File: src/rtl/multi_bit_f2s_pacer.sv
// multi_bit_f2s_pacer
// Fast-domain pacing FIFO that sits in front of the multi-bit fast-to-slow
// synchronizer. Bursty ready/valid words are buffered, then re-issued as
// single-cycle valid_out pulses at least GAP clka cycles apart. dout holds
// its value between pulses, so the slow side can sample it safely.
module multi_bit_f2s_pacer #(
    parameter int DATA_WIDTH = 8,
    parameter int DEPTH      = 4,
    parameter int GAP        = 8
) (
    input  logic                       clka,
    input  logic                       rst,
    input  logic [DATA_WIDTH-1:0]      din,
    input  logic                       valid_in,
    output logic                       ready_out,
    output logic [DATA_WIDTH-1:0]      dout,
    output logic                       valid_out,
    output logic [$clog2(DEPTH):0]     level,
    output logic                       overflow
);

    localparam int PTR_W = $clog2(DEPTH);
    localparam int LVL_W = PTR_W + 1;
    localparam int GAP_W = $clog2(GAP) + 1;

    localparam logic [LVL_W-1:0] LVL_FULL   = LVL_W'(DEPTH);
    localparam logic [GAP_W-1:0] GAP_RELOAD = GAP_W'(GAP - 1);

    // Storage and bookkeeping
    logic [DATA_WIDTH-1:0] mem [DEPTH];
    logic [PTR_W-1:0]      wr_ptr;
    logic [PTR_W-1:0]      rd_ptr;
    logic [LVL_W-1:0]      level_q;
    logic [GAP_W-1:0]      gap_cnt;
    logic                  ovf_q;

    // Issue stage registers
    logic [DATA_WIDTH-1:0] dout_p1;
    logic                  vld_p1;

    // Per-edge decisions, all taken from registered state only
    logic push;
    logic drop;
    logic issue;

    // Occupancy after one edge: +1 for an accepted word, -1 for an issued one.
    function automatic logic [LVL_W-1:0] next_level(
        input logic [LVL_W-1:0] cur,
        input logic             inc,
        input logic             dec
    );
        logic [LVL_W-1:0] nxt;
        nxt = cur;
        if (inc && !dec) begin
            nxt = cur + LVL_W'(1);
        end else if (dec && !inc) begin
            nxt = cur - LVL_W'(1);
        end
        return nxt;
    endfunction

    // Holdoff after one edge: reload on issue, otherwise count down to zero.
    function automatic logic [GAP_W-1:0] next_gap(
        input logic [GAP_W-1:0] cur,
        input logic             reload
    );
        logic [GAP_W-1:0] nxt;
        nxt = cur;
        if (reload) begin
            nxt = GAP_RELOAD;
        end else if (cur != '0) begin
            nxt = cur - GAP_W'(1);
        end
        return nxt;
    endfunction

    // ready_out depends on the stored level only, never on valid_in, so a word
    // offered while full is refused even if an issue frees a slot that edge.
    assign ready_out = (level_q < LVL_FULL);
    assign push      = valid_in && ready_out;
    assign drop      = valid_in && !ready_out;
    assign issue     = (level_q != '0) && (gap_cnt == '0);

    assign level     = level_q;
    assign overflow  = ovf_q;
    assign dout      = dout_p1;
    assign valid_out = vld_p1;

    // Write port: payload storage is not reset; pointers make stale entries unreachable.
    always_ff @(posedge clka) begin
        if (push && !rst) begin
            mem[wr_ptr] <= din;
        end
    end

    // Pointers, occupancy, holdoff counter and sticky overflow.
    always_ff @(posedge clka) begin
        if (rst) begin
            wr_ptr  <= '0;
            rd_ptr  <= '0;
            level_q <= '0;
            gap_cnt <= '0;
            ovf_q   <= 1'b0;
        end else begin
            if (push) begin
                wr_ptr <= wr_ptr + PTR_W'(1);
            end
            if (issue) begin
                rd_ptr <= rd_ptr + PTR_W'(1);
            end
            level_q <= next_level(level_q, push, issue);
            gap_cnt <= next_gap(gap_cnt, issue);
            if (drop) begin
                ovf_q <= 1'b1;
            end
        end
    end

    // ---- issue stage: head word to dout with a one-cycle valid pulse ----
    always_ff @(posedge clka) begin
        if (rst) begin
            dout_p1 <= '0;
            vld_p1  <= 1'b0;
        end else begin
            vld_p1 <= issue;
            if (issue) begin
                dout_p1 <= mem[rd_ptr];
            end
        end
    end

endmodule

File: config.mk
export PLATFORM = sky130hd
export DESIGN_NAME = multi_bit_f2s_pacer
export DESIGN_NICKNAME = d
export VERILOG_FILES = /design/src/rtl/multi_bit_f2s_pacer.sv
export SDC_FILE = /design/constraint.sdc
export NUM_CORES = 1
export LEC_CHECK = 0
export CELL_PAD_IN_SITES_DETAIL_PLACEMENT = 1
export CELL_PAD_IN_SITES_GLOBAL_PLACEMENT = 1
export CORE_MARGIN = 10
export CORE_UTILIZATION = 40
export CTS_CLUSTER_DIAMETER = 80
export DETAILED_ROUTE_END_ITERATION = 8
export PLACE_DENSITY_LB_ADDON = 0.1
export SLEW_MARGIN = 20
export SYNTH_ARGS = -nofsm -noshare
export SYNTH_HDL_FRONTEND = slang
export SYNTH_SLANG_ARGS = --single-unit
File: constraint.sdc
create_clock -name clka -period 5.99 [get_ports clka]
set_input_delay 1.198 -clock clka [delete_from_list [all_inputs] [get_ports clka]]
set_output_delay 1.198 -clock clka [all_outputs]
set_load 0.02 [all_outputs]
==> metrics.cfg <==
[run_status]
status = finished clean

[global_route]
track_usage_pct = 10.4
antenna_found_initial = 0
grt_pass1_wl_um = 7110
grt_max_degree = 24
grt_pass1_vias = 1411
gr-total-overflow = 0

[place]
io_buffer_count = 24
dp.cells = 239
globalplace.congestion = 0.706
dpl.hpwl_um = 3000
dp_slack_ps = 2600

[timing]
finalClockSkew_ps = 5.08
tns_ps = 0
maxSlewViolCount = 0
finalHoldViolCount = 0
slew_headroom_pct = 39.4
max_freq_mhz = 326
fin_ws_ps = 2920
min_period_over_period_pct = 51.2
rsz0062_at_grt = false
worst_pin_slew_ps = 902
period_minus_slack_ps = 3070
finalSetupViolCount = 0

[floorplanning]
die_w_um = 93.1
die_area_sq_um = 8670
die_h_um = 93.1
rows = 26
core_area_sq_um = 5140
initial_core_util_pct = 41.6
ios = 25

[power_and_ir_drop]
p_sw_mw = 0.405
seqPwrFrac_pct = 41.8
combPwrFrac_pct = 34.6
power_density_nw_per_um2 = 476
p_leak_nw = 0.870
switching_share_pct = 33.2
pwr-share-clk_pct = 23.6
vdd_drop_max_v = 0.000162
totalPowerFinal_mw = 1.22
internal_power_mw = 0.814

[synth]
yosys-top-cells-area = edfxtp_1 45%, dfxtp_1 20%, mux4_2 8.4%
syn_area_sq_um = 2140
syn_area_per_cell_sq_um = 14.1
synth_top_area_share_pct = 44.9
synth_cells = 152
yosysUniqueCellTypes = 30
synth_top_area_cell = edfxtp_1
yosysSeqAreaShare_pct = 64.6
synth_seq_cells = 53
yosysWarnings = 0
syn_nets = 171

[drt]
drtPass1Iterations = 4
drc_errors = 0
detail_route.iter0.violations = 32
postRouteAntennaNets = 0
vias_per_cell = 4.97
vias = 1228
wl_per_cell_um = 17.1
wl_um = 4240

[clocking]
post_cts_buffers = 0
clock_latency_ps = 300
cts_root_buffer = clkbuf_8
cts_tree = built
cts.clk_slew.worst_paths_ps = 90
clock_sinks = 53
cts_made_buffers = 5
ctsResizeCount = 0
htreeDepth = 2
clockBufferDepth = 2
hold_buffers = 0

[worst_setup_path]
worstPathMaxFanout = 4
critPathArrivalTime_ps = 3290
cp-end-kind = flip-flop
cp-start-kind = input port
crit_type = in -> reg
required_ps = 6210

[flow_run]
max_cap_viol_count = 0

[cells_and_area]
antennaDiodeCount = 0
drive_gt1_share_pct = 10.2
layout.nets = 195
synthToLayoutAreaGrowth_pct = 20.0
stdcell_count = 247

[hold_path]
min_path_type = reg -> reg

-- sequential cells by signal, indices dropped and copies added, names as in the netlist --
| signal | cells |
|---|---|
| gap_cnt | 4 |
| mem | 32 |
| level | 3 |
| wr_ptr | 2 |
| dout | 8 |
| valid_out | 1 |
| overflow | 1 |
| rd_ptr | 2 |
-- critical path: stages --
cell and delay (ps):
clkdlybuf4s50_1 470, nor2b_1 330, ha_1 240, inv_1 60, fa_1 370, xor2_1 170, or3_1 300, a21oi_1 140
-- layout by cell type, fill, tap and decap left out, types with 3 or more instances in the layout --
master           instances
edfxtp_1                32
clkdlybuf4s50_1         24
dfxtp_1                 21
nor2_1                  11
a21oi_1                 11
o21ai_0                 10
nand3_1                  9
mux4_2                   8
ha_1                     7
inv_1                    6
clkbuf_8                 5
nor2b_1                  4
and2_1                   4
mux2i_1                  3
nor3_1                   3
-- final timing paths --
check / depth (start not counted) / endpoint / slack [ps] / from
setup reg to reg: 11 / level[2]$_SDFFE_PP0P_ / 3580 / gap_cnt[0]$_SDFFE_PP0P_
hold reg to reg: 2 / overflow$_SDFFE_PP0P_ / 490 / overflow$_SDFFE_PP0P_
setup / recovery: 8 / level[2]$_SDFFE_PP0P_ / 2920 / valid_in
hold / removal: 2 / overflow$_SDFFE_PP0P_ / 490 / overflow$_SDFFE_PP0P_
-- cells in the mapped netlist --
cell type,count
a2111oi_1,1
a211oi_1,2
a21boi_0,1
a21oi_1,11
and2_1,4
buf_2,1
buf_4,1
buf_6,1
clkbuf_1,2
clkbuf_2,3
dfxtp_1,21
edfxtp_1,32
fa_1,1
ha_1,7
inv_1,6
mux2_1,1
mux2i_1,3
mux4_2,8
nand2_1,1
nand3_1,9
nor2_1,11
nor2b_1,4
nor3_1,3
nor3b_1,1
o21ai_0,10
or3_1,2
or3_4,1
or3b_1,1
xnor2_1,1
xor2_1,2
-- metal layers --
layer  part of all wire [%]  vias up  GRT usage, %
met5                      0        -             0
met3                    3.3        6          2.72
met1                     43      604          11.5
li1                       -      600             -
met2                     52       18          18.6
met4                    1.3        0          3.98
-- logic make-up after synthesis --
group	after synthesis	share of synthesized area, %
multiplexers	12	10.4
buffers and inverters	14	3.22
AND/OR/NAND/NOR	37	9.13
adder cells (fa/ha/maj)	8	5.03
flip-flops	53	64.6
AO/OA/AOI/OAI	25	6.44
XOR/XNOR	3	1.23
-- layout make-up --
class / count / area [sq um]
Timing Repair Buffer: 25 / 248
Fill cell: 522 / 2570
Inverter: 6 / 22.5
Clock buffer: 5 / 68.8
Multi-Input combinational cell: 85 / 688
Sequential cell: 53 / 1380
Tap cell: 70 / 87.6
Clock inverter: 3 / 68.8
-- through the flow --
step	area, sq um	hold WS, ps	util [%]
2_1_floorplan	2140	482	-
3_5_place_dp	2430	467	47.2
6_report	2560	487	49.9
5_1_grt	2560	536	49.9
3_3_place_gp	2430	452	47.2
4_1_cts	2560	489	49.9
-- power groups by stage --
stage	clock network, mW	logic, mW	registers (mW)
after global placement	0	0.414	0.517
after detailed placement	0	0.431	0.522
final	0.287	0.422	0.510
after CTS	0.297	0.432	0.514
after floorplan	0	0.291	0.527
after global routing	0.313	0.473	0.525
Power figures use the tool's default switching activity.
